--- src/rtl/ysyx_25030093_pkg.sv ---
// rtl/ysyx_25030093_pkg.sv - shared MEMU state encoding, in_op bit positions and access sizes
package ysyx_25030093_pkg;

  typedef enum logic [1:0] {
    ST_IDLE     = 2'd0,
    ST_REQ      = 2'd1,
    ST_WAIT_RSP = 2'd2,
    ST_DONE     = 2'd3
  } memu_state_t;

  // in_op layout: [3] store, [2] unsigned load, [1:0] access size
  localparam int OP_STORE_BIT    = 3;
  localparam int OP_UNSIGNED_BIT = 2;
  localparam int OP_SIZE_MSB     = 1;
  localparam int OP_SIZE_LSB     = 0;

  localparam logic [1:0] SIZE_B = 2'b00;
  localparam logic [1:0] SIZE_H = 2'b01;
  localparam logic [1:0] SIZE_W = 2'b10;
  localparam logic [1:0] SIZE_D = 2'b11;

  // A double access on a 32-bit datapath degrades to a word access
  function automatic logic [1:0] eff_size(input logic [1:0] size, input logic has_double);
    return ((size == SIZE_D) && !has_double) ? SIZE_W : size;
  endfunction

endpackage

--- src/rtl/ysyx_25030093_memu_align.sv ---
// rtl/ysyx_25030093_memu_align.sv - byte-lane placement for stores and lane extract/extend for loads
module ysyx_25030093_memu_align
  import ysyx_25030093_pkg::*;
#(
  parameter int XLEN  = 32,
  parameter int NB    = XLEN / 8,
  parameter int OFF_W = $clog2(XLEN / 8)
) (
  input  logic [1:0]       size,
  input  logic             is_unsigned,
  input  logic [OFF_W-1:0] off,
  input  logic [XLEN-1:0]  st_data,
  input  logic [XLEN-1:0]  rdata,
  output logic [NB-1:0]    wmask,
  output logic [XLEN-1:0]  wdata,
  output logic [XLEN-1:0]  ldata
);

  logic [NB-1:0]     base_mask;
  logic [XLEN-1:0]   shifted;
  logic [XLEN-1:0]   keep;
  logic              msb;
  logic [OFF_W+2:0]  shamt;

  assign shamt = {off, 3'b000};

  // Store side: size mask and data moved up to the addressed lane; lanes past the bus fall off
  always_comb begin
    base_mask = '0;
    case (size)
      SIZE_B:  base_mask = NB'(1);
      SIZE_H:  base_mask = NB'(3);
      SIZE_W:  base_mask = NB'(4'hF);
      default: base_mask = '1;
    endcase
    wmask = base_mask << off;
    wdata = st_data << shamt;
  end

  // Load side: bring the addressed lane down to bit 0, then keep the access width and extend
  always_comb begin
    shifted = rdata >> shamt;
    keep    = '1;
    msb     = shifted[XLEN-1];
    case (size)
      SIZE_B: begin
        keep = XLEN'(8'hFF);
        msb  = shifted[7];
      end
      SIZE_H: begin
        keep = XLEN'(16'hFFFF);
        msb  = shifted[15];
      end
      SIZE_W: begin
        keep = XLEN'(32'hFFFF_FFFF);
        msb  = shifted[31];
      end
      default: begin
        keep = '1;
        msb  = shifted[XLEN-1];
      end
    endcase
    ldata = (is_unsigned || !msb) ? (shifted & keep) : (shifted | ~keep);
  end

endmodule

--- src/rtl/ysyx_25030093_memu.sv ---
// rtl/ysyx_25030093_memu.sv - memory-access unit FSM (optional misalign trap: YSYX_25030093_MISALIGN_CHK_EN)
module ysyx_25030093_memu
  import ysyx_25030093_pkg::*;
#(
  parameter int XLEN   = 32,
  parameter int ADDR_W = 32
) (
  input  logic                clk,
  input  logic                rst,
  input  logic                in_valid,
  output logic                in_ready,
  input  logic                in_mem_en,
  input  logic [3:0]          in_op,
  input  logic [XLEN-1:0]     in_addr,
  input  logic [XLEN-1:0]     in_wdata,
  output logic                out_valid,
  input  logic                out_ready,
  output logic [XLEN-1:0]     out_data,
  output logic                out_err,
  output logic                mem_req_valid,
  input  logic                mem_req_ready,
  output logic [ADDR_W-1:0]   mem_req_addr,
  output logic                mem_req_wen,
  output logic [XLEN-1:0]     mem_req_wdata,
  output logic [XLEN/8-1:0]   mem_req_wmask,
  input  logic                mem_rsp_valid,
  input  logic [XLEN-1:0]     mem_rsp_rdata
);

  localparam int NB    = XLEN / 8;
  localparam int OFF_W = $clog2(NB);

  memu_state_t       state;
  logic              accept;
  logic [1:0]        in_size;
  logic [OFF_W-1:0]  in_off;

  // Transaction context held from accept until the result leaves
  logic [1:0]        cap_size;
  logic              cap_store;
  logic              cap_unsigned;
  logic [OFF_W-1:0]  cap_off;

  logic [1:0]        al_size;
  logic [OFF_W-1:0]  al_off;
  logic [NB-1:0]     al_wmask;
  logic [XLEN-1:0]   al_wdata;
  logic [XLEN-1:0]   al_ldata;

  assign in_ready = (state == ST_IDLE);
  assign accept   = in_valid && in_ready;
  assign in_size  = eff_size(in_op[OP_SIZE_MSB:OP_SIZE_LSB], XLEN == 64);
  assign in_off   = in_addr[OFF_W-1:0];

  // In IDLE the aligner sees the incoming request (store lanes); afterwards the captured one (load extract)
  assign al_size = in_ready ? in_size : cap_size;
  assign al_off  = in_ready ? in_off  : cap_off;

  ysyx_25030093_memu_align #(
    .XLEN  (XLEN),
    .NB    (NB),
    .OFF_W (OFF_W)
  ) u_align (
    .size        (al_size),
    .is_unsigned (cap_unsigned),
    .off         (al_off),
    .st_data     (in_wdata),
    .rdata       (mem_rsp_rdata),
    .wmask       (al_wmask),
    .wdata       (al_wdata),
    .ldata       (al_ldata)
  );

`ifdef YSYX_25030093_MISALIGN_CHK_EN
  logic misaligned;
  logic out_err_q;

  assign out_err = out_err_q;

  // Natural-alignment test on the incoming request
  always_comb begin
    misaligned = 1'b0;
    case (in_size)
      SIZE_H:  misaligned = in_off[0];
      SIZE_W:  misaligned = |in_off[1:0];
      SIZE_D:  misaligned = |in_off;
      default: misaligned = 1'b0;
    endcase
  end
`else
  assign out_err = 1'b0;
`endif

  // Request/response sequencing with all bus and result outputs registered
  always_ff @(posedge clk) begin
    if (rst) begin
      state         <= ST_IDLE;
      cap_size      <= SIZE_B;
      cap_store     <= 1'b0;
      cap_unsigned  <= 1'b0;
      cap_off       <= '0;
      mem_req_valid <= 1'b0;
      mem_req_addr  <= '0;
      mem_req_wen   <= 1'b0;
      mem_req_wdata <= '0;
      mem_req_wmask <= '0;
      out_valid     <= 1'b0;
      out_data      <= '0;
`ifdef YSYX_25030093_MISALIGN_CHK_EN
      out_err_q     <= 1'b0;
`endif
    end else begin
      case (state)
        ST_IDLE: begin
          if (accept) begin
            cap_size     <= in_size;
            cap_store    <= in_op[OP_STORE_BIT];
            cap_unsigned <= in_op[OP_UNSIGNED_BIT];
            cap_off      <= in_off;
`ifdef YSYX_25030093_MISALIGN_CHK_EN
            out_err_q    <= 1'b0;
`endif
            if (!in_mem_en) begin
              out_data  <= in_addr;
              out_valid <= 1'b1;
              state     <= ST_DONE;
            end
`ifdef YSYX_25030093_MISALIGN_CHK_EN
            else if (misaligned) begin
              out_data  <= '0;
              out_err_q <= 1'b1;
              out_valid <= 1'b1;
              state     <= ST_DONE;
            end
`endif
            else begin
              mem_req_valid <= 1'b1;
              mem_req_addr  <= in_addr[ADDR_W-1:0];
              mem_req_wen   <= in_op[OP_STORE_BIT];
              mem_req_wdata <= al_wdata;
              mem_req_wmask <= al_wmask;
              state         <= ST_REQ;
            end
          end
        end
        ST_REQ: begin
          if (mem_req_ready) begin
            mem_req_valid <= 1'b0;
            state         <= ST_WAIT_RSP;
          end
        end
        ST_WAIT_RSP: begin
          if (mem_rsp_valid) begin
            out_data  <= cap_store ? '0 : al_ldata;
            out_valid <= 1'b1;
            state     <= ST_DONE;
          end
        end
        ST_DONE: begin
          if (out_ready) begin
            out_valid <= 1'b0;
            state     <= ST_IDLE;
          end
        end
        default: state <= ST_IDLE;
      endcase
    end
  end

endmodule

--- config.mk ---
export PLATFORM = sky130hd
export DESIGN_NAME = ysyx_25030093_memu
export DESIGN_NICKNAME = d
export VERILOG_FILES = /design/src/rtl/ysyx_25030093_pkg.sv /design/src/rtl/ysyx_25030093_memu_align.sv /design/src/rtl/ysyx_25030093_memu.sv
export SDC_FILE = /design/constraint.sdc
export NUM_CORES = 1
export LEC_CHECK = 0
export CAP_MARGIN = 40
export CORE_UTILIZATION = 48
export CTS_CLUSTER_DIAMETER = 150
export DETAILED_ROUTE_END_ITERATION = 7
export HOLD_SLACK_MARGIN = 0.06
export PLACE_DENSITY = 0.87
export SLEW_MARGIN = 20
export SYNTH_ARGS = -nofsm -noshare
export SYNTH_HDL_FRONTEND = slang
export SYNTH_SLANG_ARGS = --single-unit
--- constraint.sdc ---
create_clock -name clk -period 5.7 [get_ports clk]
set_input_delay 0.57 -clock clk [delete_from_list [all_inputs] [get_ports clk]]
set_output_delay 0.57 -clock clk [all_outputs]
set_load 0.01 [all_outputs]
[Word-level counts from Yosys, hierarchy flattened]
Index checks and enable logic that the tools add are counted.
Word-level totals
  input bits: 107
  logic and storage cells: 70
  output and inout port bits: 105
  bits in registers: 111
Cells by class
  shift operators: 3
  mux-type cells: 27
  reductions and logical operators: 14
  equality and inequality tests: 11
  bitwise logic cells: 3
Operators with widths (count)
  $mux W32: 5
  $pmux W32 S2: 2
  $and A32 B32 Y32: 1
  $not A32 Y32: 1
  $or A32 B32 Y32: 1
  $shl A32 B5 Y32: 1
  $shr A32 B5 Y32: 1
  $mux W2: 8
  $reduce_and A4 Y1: 3
  $ne A2 B2 Y1 const B: 4
  $pmux W2 S4: 1
  $pmux W4 S2: 1
  $mux W1: 7
  $eq A2 B2 Y1 const B: 3
  $reduce_and A5 Y1: 1
  $eq A2 B1 Y1 const B: 2
  $logic_not A2 Y1: 2
  $ne A2 B1 Y1 const B: 2
  $pmux W1 S2: 2
  $reduce_bool A2 Y1: 2
  $shl A4 B2 Y4: 1
  $pmux W1 S3: 1
  $reduce_and A3 Y1: 1
  $reduce_bool A3 Y1: 1
  4 further kinds: 4

[Longest topological paths before layout]
  depth after elaboration: 11
  gate-level depth with buffers: 10
  mapped depth without buffers: 7

[Modules after synthesis]
A second synthesis with hierarchy kept.
Second synthesis, totals
  cells, all modules: 760
  area total of the unflattened synthesis: 5864.4 sq um
Modules (own cells, without submodules)
  ysyx_25030093_memu: instances 1, cells each 548, sequential area each 2222.1 sq um, area an instance 4548.1 sq um
  ysyx_25030093_memu_align: instances 1, cells each 212, sequential area each 0.0 sq um, area an instance 1316.3 sq um

[Worst setup path before layout]
No wires, ideal clock.
  kind: reg2reg
  from: reg state[0]
  to: reg out_data[30]
  library setup time: 88 ps
  required time: 5612 ps
  path slack: 3168 ps
  period minus slack after synthesis: 2532 ps
  cell stages (with the launch flop): 11
  path buffers: 3
  arrival: 2444 ps
  cell sequence: dfxtp_1 > inv_1 > ha_1 > buf_6 > mux2i_4 > mux4_2 > nor2_1 > or3_1 > buf_2 > buf_6 > a311oi_2
On the way
  longest elaborated chain between the ends: 10
  elaborated cells on any way between the ends: 24
  classes of those cells: eq/ne (5); shift (1); mux (8); bitwise (3); reduce/logical (7)
RTL lines
  start, declared: RTL line ysyx_25030093_memu.sv:33  | memu_state_t state;
  start signal, assigned: RTL line ysyx_25030093_memu.sv:97  | state <= ST_IDLE;
  start signal, assigned: RTL line ysyx_25030093_memu.sv:126  | state <= ST_DONE;
  start signal, assigned: RTL line ysyx_25030093_memu.sv:142  | state <= ST_REQ;
  $logic_not A2 Y1 *: RTL line ysyx_25030093_memu.sv:50  | assign in_ready = (state == ST_IDLE);
  named net in_ready: RTL line ysyx_25030093_memu.sv:11  | output logic in_ready,
  $mux W2 (on tied branches): RTL line ysyx_25030093_memu.sv:57, ysyx_25030093_memu.sv:56
  $shr A32 B5 Y32 (tied with other cells): RTL line ysyx_25030093_memu_align.sv:42  | shifted = rdata >> shamt;
  $pmux W1 S2 or $pmux W32 S2 (tied branches): RTL line ysyx_25030093_memu_align.sv:45  | case (size)
  $logic_not A1 Y1 or $not A32 Y32 (tied branches): RTL line ysyx_25030093_memu_align.sv:63  | ldata = (is_unsigned || !msb) ? (shifted & keep) : (shifted | ~keep);
  $logic_or A1 B1 Y1 or $or A32 B32 Y32 (tied branches): RTL line ysyx_25030093_memu_align.sv:63
  $mux W32: RTL line ysyx_25030093_memu_align.sv:63
  $mux W32: RTL line ysyx_25030093_memu.sv:154  | out_data <= cap_store ? '0 : al_ldata;
  $mux W32: RTL line ysyx_25030093_memu.sv:153  | if (mem_rsp_valid) begin
  $pmux W32 S2: RTL line ysyx_25030093_memu.sv:113  | case (state)
  end signal, assigned: RTL line ysyx_25030093_memu.sv:124  | out_data <= in_addr;
  end signal, assigned: RTL line ysyx_25030093_memu.sv:154
  end, declared: RTL line ysyx_25030093_memu.sv:18  | output logic [XLEN-1:0] out_data,
Mark *: on every way through the listed nets, which the timed path passes. The rest lies on a longest branch. The select of a mux whose other input is x is not followed.
A chain may end at the register's enable or synchronous reset.

[Worst setup path in the final report]
  from: reg state[0]
  to: reg out_data[23]
On the way
  longest elaborated chain between the ends: 10
  elaborated cells on any way between the ends: 24
  classes of those cells: eq/ne (5); shift (1); mux (8); bitwise (3); reduce/logical (7)
RTL lines (RTL line)
  $logic_not A2 Y1: ysyx_25030093_memu.sv:50, ysyx_25030093_memu.sv:113
  $mux W2 (on tied branches): ysyx_25030093_memu.sv:57, ysyx_25030093_memu.sv:56
  $shr A32 B5 Y32 (tied with other cells): ysyx_25030093_memu_align.sv:42
  $pmux W1 S2 or $pmux W32 S2 (tied branches): ysyx_25030093_memu_align.sv:45
  $logic_not A1 Y1 or $not A32 Y32 (tied branches): ysyx_25030093_memu_align.sv:63
  $logic_or A1 B1 Y1 or $or A32 B32 Y32 (tied branches): ysyx_25030093_memu_align.sv:63
  $mux W32: ysyx_25030093_memu_align.sv:63
  $mux W32: ysyx_25030093_memu.sv:154
  $mux W32: ysyx_25030093_memu.sv:153
  $pmux W32 S2: ysyx_25030093_memu.sv:113
Parallel ways exist; a longest one is shown, timed or not. The select of a mux whose other input is x is not followed.

==> results.py <==
metrics = {
    "synth": {
        "netlist_instances": 695,
        "synth_mux_area_share_pct": 7.16,
        "synth_top_family_by_area": "simple AND/OR/NAND/NOR gates",
        "synth_fa_ha_area_share_pct": 1.38,
        "synth-seq-cells": 111,
        "synthTopCellsByArea": "dfxtp_1, nand2_1, a21oi_1, nor2_1, mux4_2",
        "synthSimpleGateAreaFrac_pct": 23.5,
        "yosysUniqueCellTypes": 43,
        "async_flop_share_pct": 0,
        "synth_top_area_share_pct": 40.9,
        "syn-num-nets": 808,
        "synth_ff_type": "dfxtp_1",
        "synth_largest_area_cell": "dfxtp_1",
        "yosysSeqAreaShare_pct": 40.9,
        "netlist_area_um2": 5430,
        "synth_area_per_cell_um2": 7.82,
        "synth_warnings": 0,
        "synth_xor_area_share_pct": 0,
        "synth_edf_count": 0,
        "synth_compound_area_share_pct": 22.3,
    },
    "setup_path": {
        "cp.arrival_ps": 3940,
        "reg2reg_from": "state[0]$_SDFFE_PP0P_",
        "startpoint": "state[0]$_SDFFE_PP0P_",
        "cp.required_ps": 5960,
        "worst-setup-path-type": "register to register",
        "endpoint_kind": "register",
        "path_max_fanout": 27,
        "start_kind": "register",
    },
    "die": {
        "io_pins": 212,
        "coreArea_um2": 10900,
        "fp.dieH_um": 108,
        "die_x_um": 108,
        "row_count": 38,
        "initial_core_util_pct": 49.7,
        "die_area_um2": 11700,
    },
    "pwr": {
        "p_leak_uw": 0.00287,
        "vdd.ir_drop.worst_mv": 0.266,
        "comb_power_share_pct": 52.8,
        "p_int_uw": 2150,
        "p_switching_uw": 1500,
        "netSwitchingFraction_pct": 41.1,
        "power_frac_seq_pct": 29.3,
        "p_clk_share_pct": 17.9,
        "cellPowerDensity_nw_per_um2": 463,
    },
    "clocking": {
        "numCtsBuffers": 9,
        "clk-insertion-delay-late_ps": 350,
        "cts_sinks": 111,
        "postCtsSetupBuffers": 0,
        "clock_path_buffers": 2,
        "cts_tree": "yes",
        "clk_pin_slew_ps": 70,
        "cts_resized": 0,
        "cts_hold_buf": 0,
        "root_buffer": "clkbuf_16",
        "cts_max_level": 3,
    },
    "global_routing": {
        "use_met1_pct": 38.3,
        "grt_usage_pct": 32.6,
        "gr-usage-met3_pct": 10.0,
        "grt_max_degree": 71,
        "grt_pass1_wl_um": 29200,
        "globalRouteOverflowTotal": 0,
        "busiest_layer": "met2",
        "grt_pass1_vias": 5714,
        "antenna_found_initial": 0,
        "grt_use_met2_pct": 53.5,
    },
    "finish": {
        "final_cell_count_no_fill": 1014,
        "diodes": 0,
        "fillers": 837,
        "fin_nets": 982,
        "drive_above_1_share_pct": 6.06,
        "multi_input_area_um2": 2980,
        "syn_to_final_growth_pct": 45.4,
        "regArea_um2": 2220,
    },
    "sta": {
        "hold_violations": 0,
        "finalCritPeriodShare_pct": 64.7,
        "finalClockSkew_ps": 6.46,
        "setup_viol": 0,
        "finalMaxSlewViolations": 0,
        "fin_tns_setup_ps": 0,
        "clock.fmax_mhz": 271,
        "tightest_slew_ps": 811,
        "worst_slew_margin_rel_pct": 45.7,
        "layout_min_cycle_time_ps": 3690,
        "rsz0062_at_grt": "false",
    },
    "placed_design": {
        "port-buffer-count": 210,
        "hpwlAfterDp_um": 14000,
        "dp_cells": 996,
        "gp_routability_congestion": 0.885,
    },
    "route": {
        "drcViolationCount": 0,
        "first_pass_iters": 6,
        "drt_iter0_drc": 461,
        "wl_um": 19400,
        "postRouteAntennaNets": 0,
        "viasPerCell": 6.00,
        "vias": 6082,
        "wl_per_cell_um": 19.1,
    },
    "run": {
        "max_cap_violations": 0,
    },
    "run_status": {
        "outcome": "finished clean",
    },
    "min_path": {
        "hold_path_class": "register to register",
        "hold_start": "mem_req_addr[5]$_SDFFE_PP0P_",
    },
}
==> kinds of logic (layout without fill, tap and decap cells) <==
kind of cell    after synthesis  in the layout
compound gates              182            182
flops                       111            111
other cells                   1              1
buf+inv                      61            240
simple gates                308            308
mux                          26             26
fa+ha+maj                     6              6
==> worst max-delay path, cell delays in order, from the launching register on <==
cell      delay [ps]
dfxtp_1          360
inv_1            130
ha_1             530
mux2i_4          680
buf_4            430
mux4_2           290
nor2_1            60
or3_1            700
a311oi_1         400
==> per-layer routing <==
metal | part of all wire (%) | vias to the layer above
met3 | 12 | 73
met1 | 37 | 2807
li1 | - | 2787
met5 | 0 | -
met2 | 46 | 415
met4 | 4.8 | 0
==> power groups by stage <==
stage | combinational (uW) | sequential [uW] | clock [uW]
6_report | 1930 | 1070 | 655
3_5_place_dp | 1880 | 1080 | 0
3_3_place_gp | 1800 | 1070 | 0
5_1_grt | 2090 | 1090 | 698
4_1_cts | 1890 | 1070 | 660
2_1_floorplan | 1120 | 1140 | 0
==> Yosys cell counts, types with 4 or more instances <==
library cell and instances:
a22oi_1 16, a211oi_1 22, nor2_1 65, inv_1 4, o22ai_1 9, nand3_1 33, o211ai_1 4, nand2_1 174
a311oi_1 5, a21oi_1 93, mux2i_1 13, a221oi_1 8, dfxtp_1 111, ha_1 6, a31oi_1 8, a311oi_2 10
clkbuf_1 47, mux4_2 8, nor3_1 13, buf_1 4, and2_1 8
==> metrics by stage <==
step | hold slack, ps | instance area, um2 | setup slack (ps) | util (%) | power (uW)
floorplan | 437 | 5430 | 3170 | - | 2250
global placement | 438 | 7540 | 2190 | 68.9 | 2870
detailed placement | 447 | 7570 | 2040 | 69.2 | 2970
CTS | 457 | 7880 | 2070 | 72.0 | 3620
global route | 476 | 7900 | 1830 | 72.3 | 3870
finish | 456 | 7900 | 2010 | 72.3 | 3660
==> flip-flops by register name, indices dropped and copies added, names as in the netlist <==
register / count
out_valid: 1
cap_off: 2
mem_req_wdata: 32
mem_req_addr: 32
cap_unsigned: 1
cap_store: 1
cap_size: 2
state: 2
mem_req_valid: 1
out_data: 32
mem_req_wmask: 4
mem_req_wen: 1
==> placed cells by master (no fill, tap or decap), types with 2 or more instances in the layout <==
cell type        synthesis  routed
a211oi_1                22      22
a21o_1                   2       2
a21oi_1                 93      92
a221oi_1                 8       8
a22oi_1                 16      16
a311oi_1                 5       5
a311oi_2                10      10
a31oi_1                  8       8
and2_1                   8       8
buf_4                    1       6
buf_8                    0       2
clkbuf_16                0       9
clkdlybuf4s50_1          0     209
clkinv_4                 0       2
dfxtp_1                111     111
ha_1                     6       6
inv_1                    4       4
mux2_2                   3       3
mux2i_1                 13      13
mux2i_4                  2       2
mux4_2                   8       8
nand2_1                174     174
nand2b_1                 2       2
nand3_1                 33      32
nor2_1                  65      64
nor2b_1                  3       3
nor3_1                  13      13
nor3b_1                  3       3
o211ai_1                 4       4
o22ai_1                  9       9
or2_2                    2       2
==> layout make-up <==
cell class,count,share of cell area (%)
Multi-Input combinational cell,523,37.8
Sequential cell,111,28.1
Timing Repair Buffer,219,27.7
Clock buffer,11,3.07
Tap cell,140,2.22
Clock inverter,5,0.839
Inverter,5,0.238
==> final timing paths <==
check / to / slack [ps] / cells after the start
max: out_data[23]$_SDFFE_PP0P_ / 2010 / 8
min: mem_req_addr[5]$_SDFFE_PP0P_ / 460 / 2
max reg2reg: out_data[23]$_SDFFE_PP0P_ / 2010 / 8
min reg2reg: mem_req_addr[5]$_SDFFE_PP0P_ / 460 / 2
Note: power is estimated with default switching activity, not from simulation.
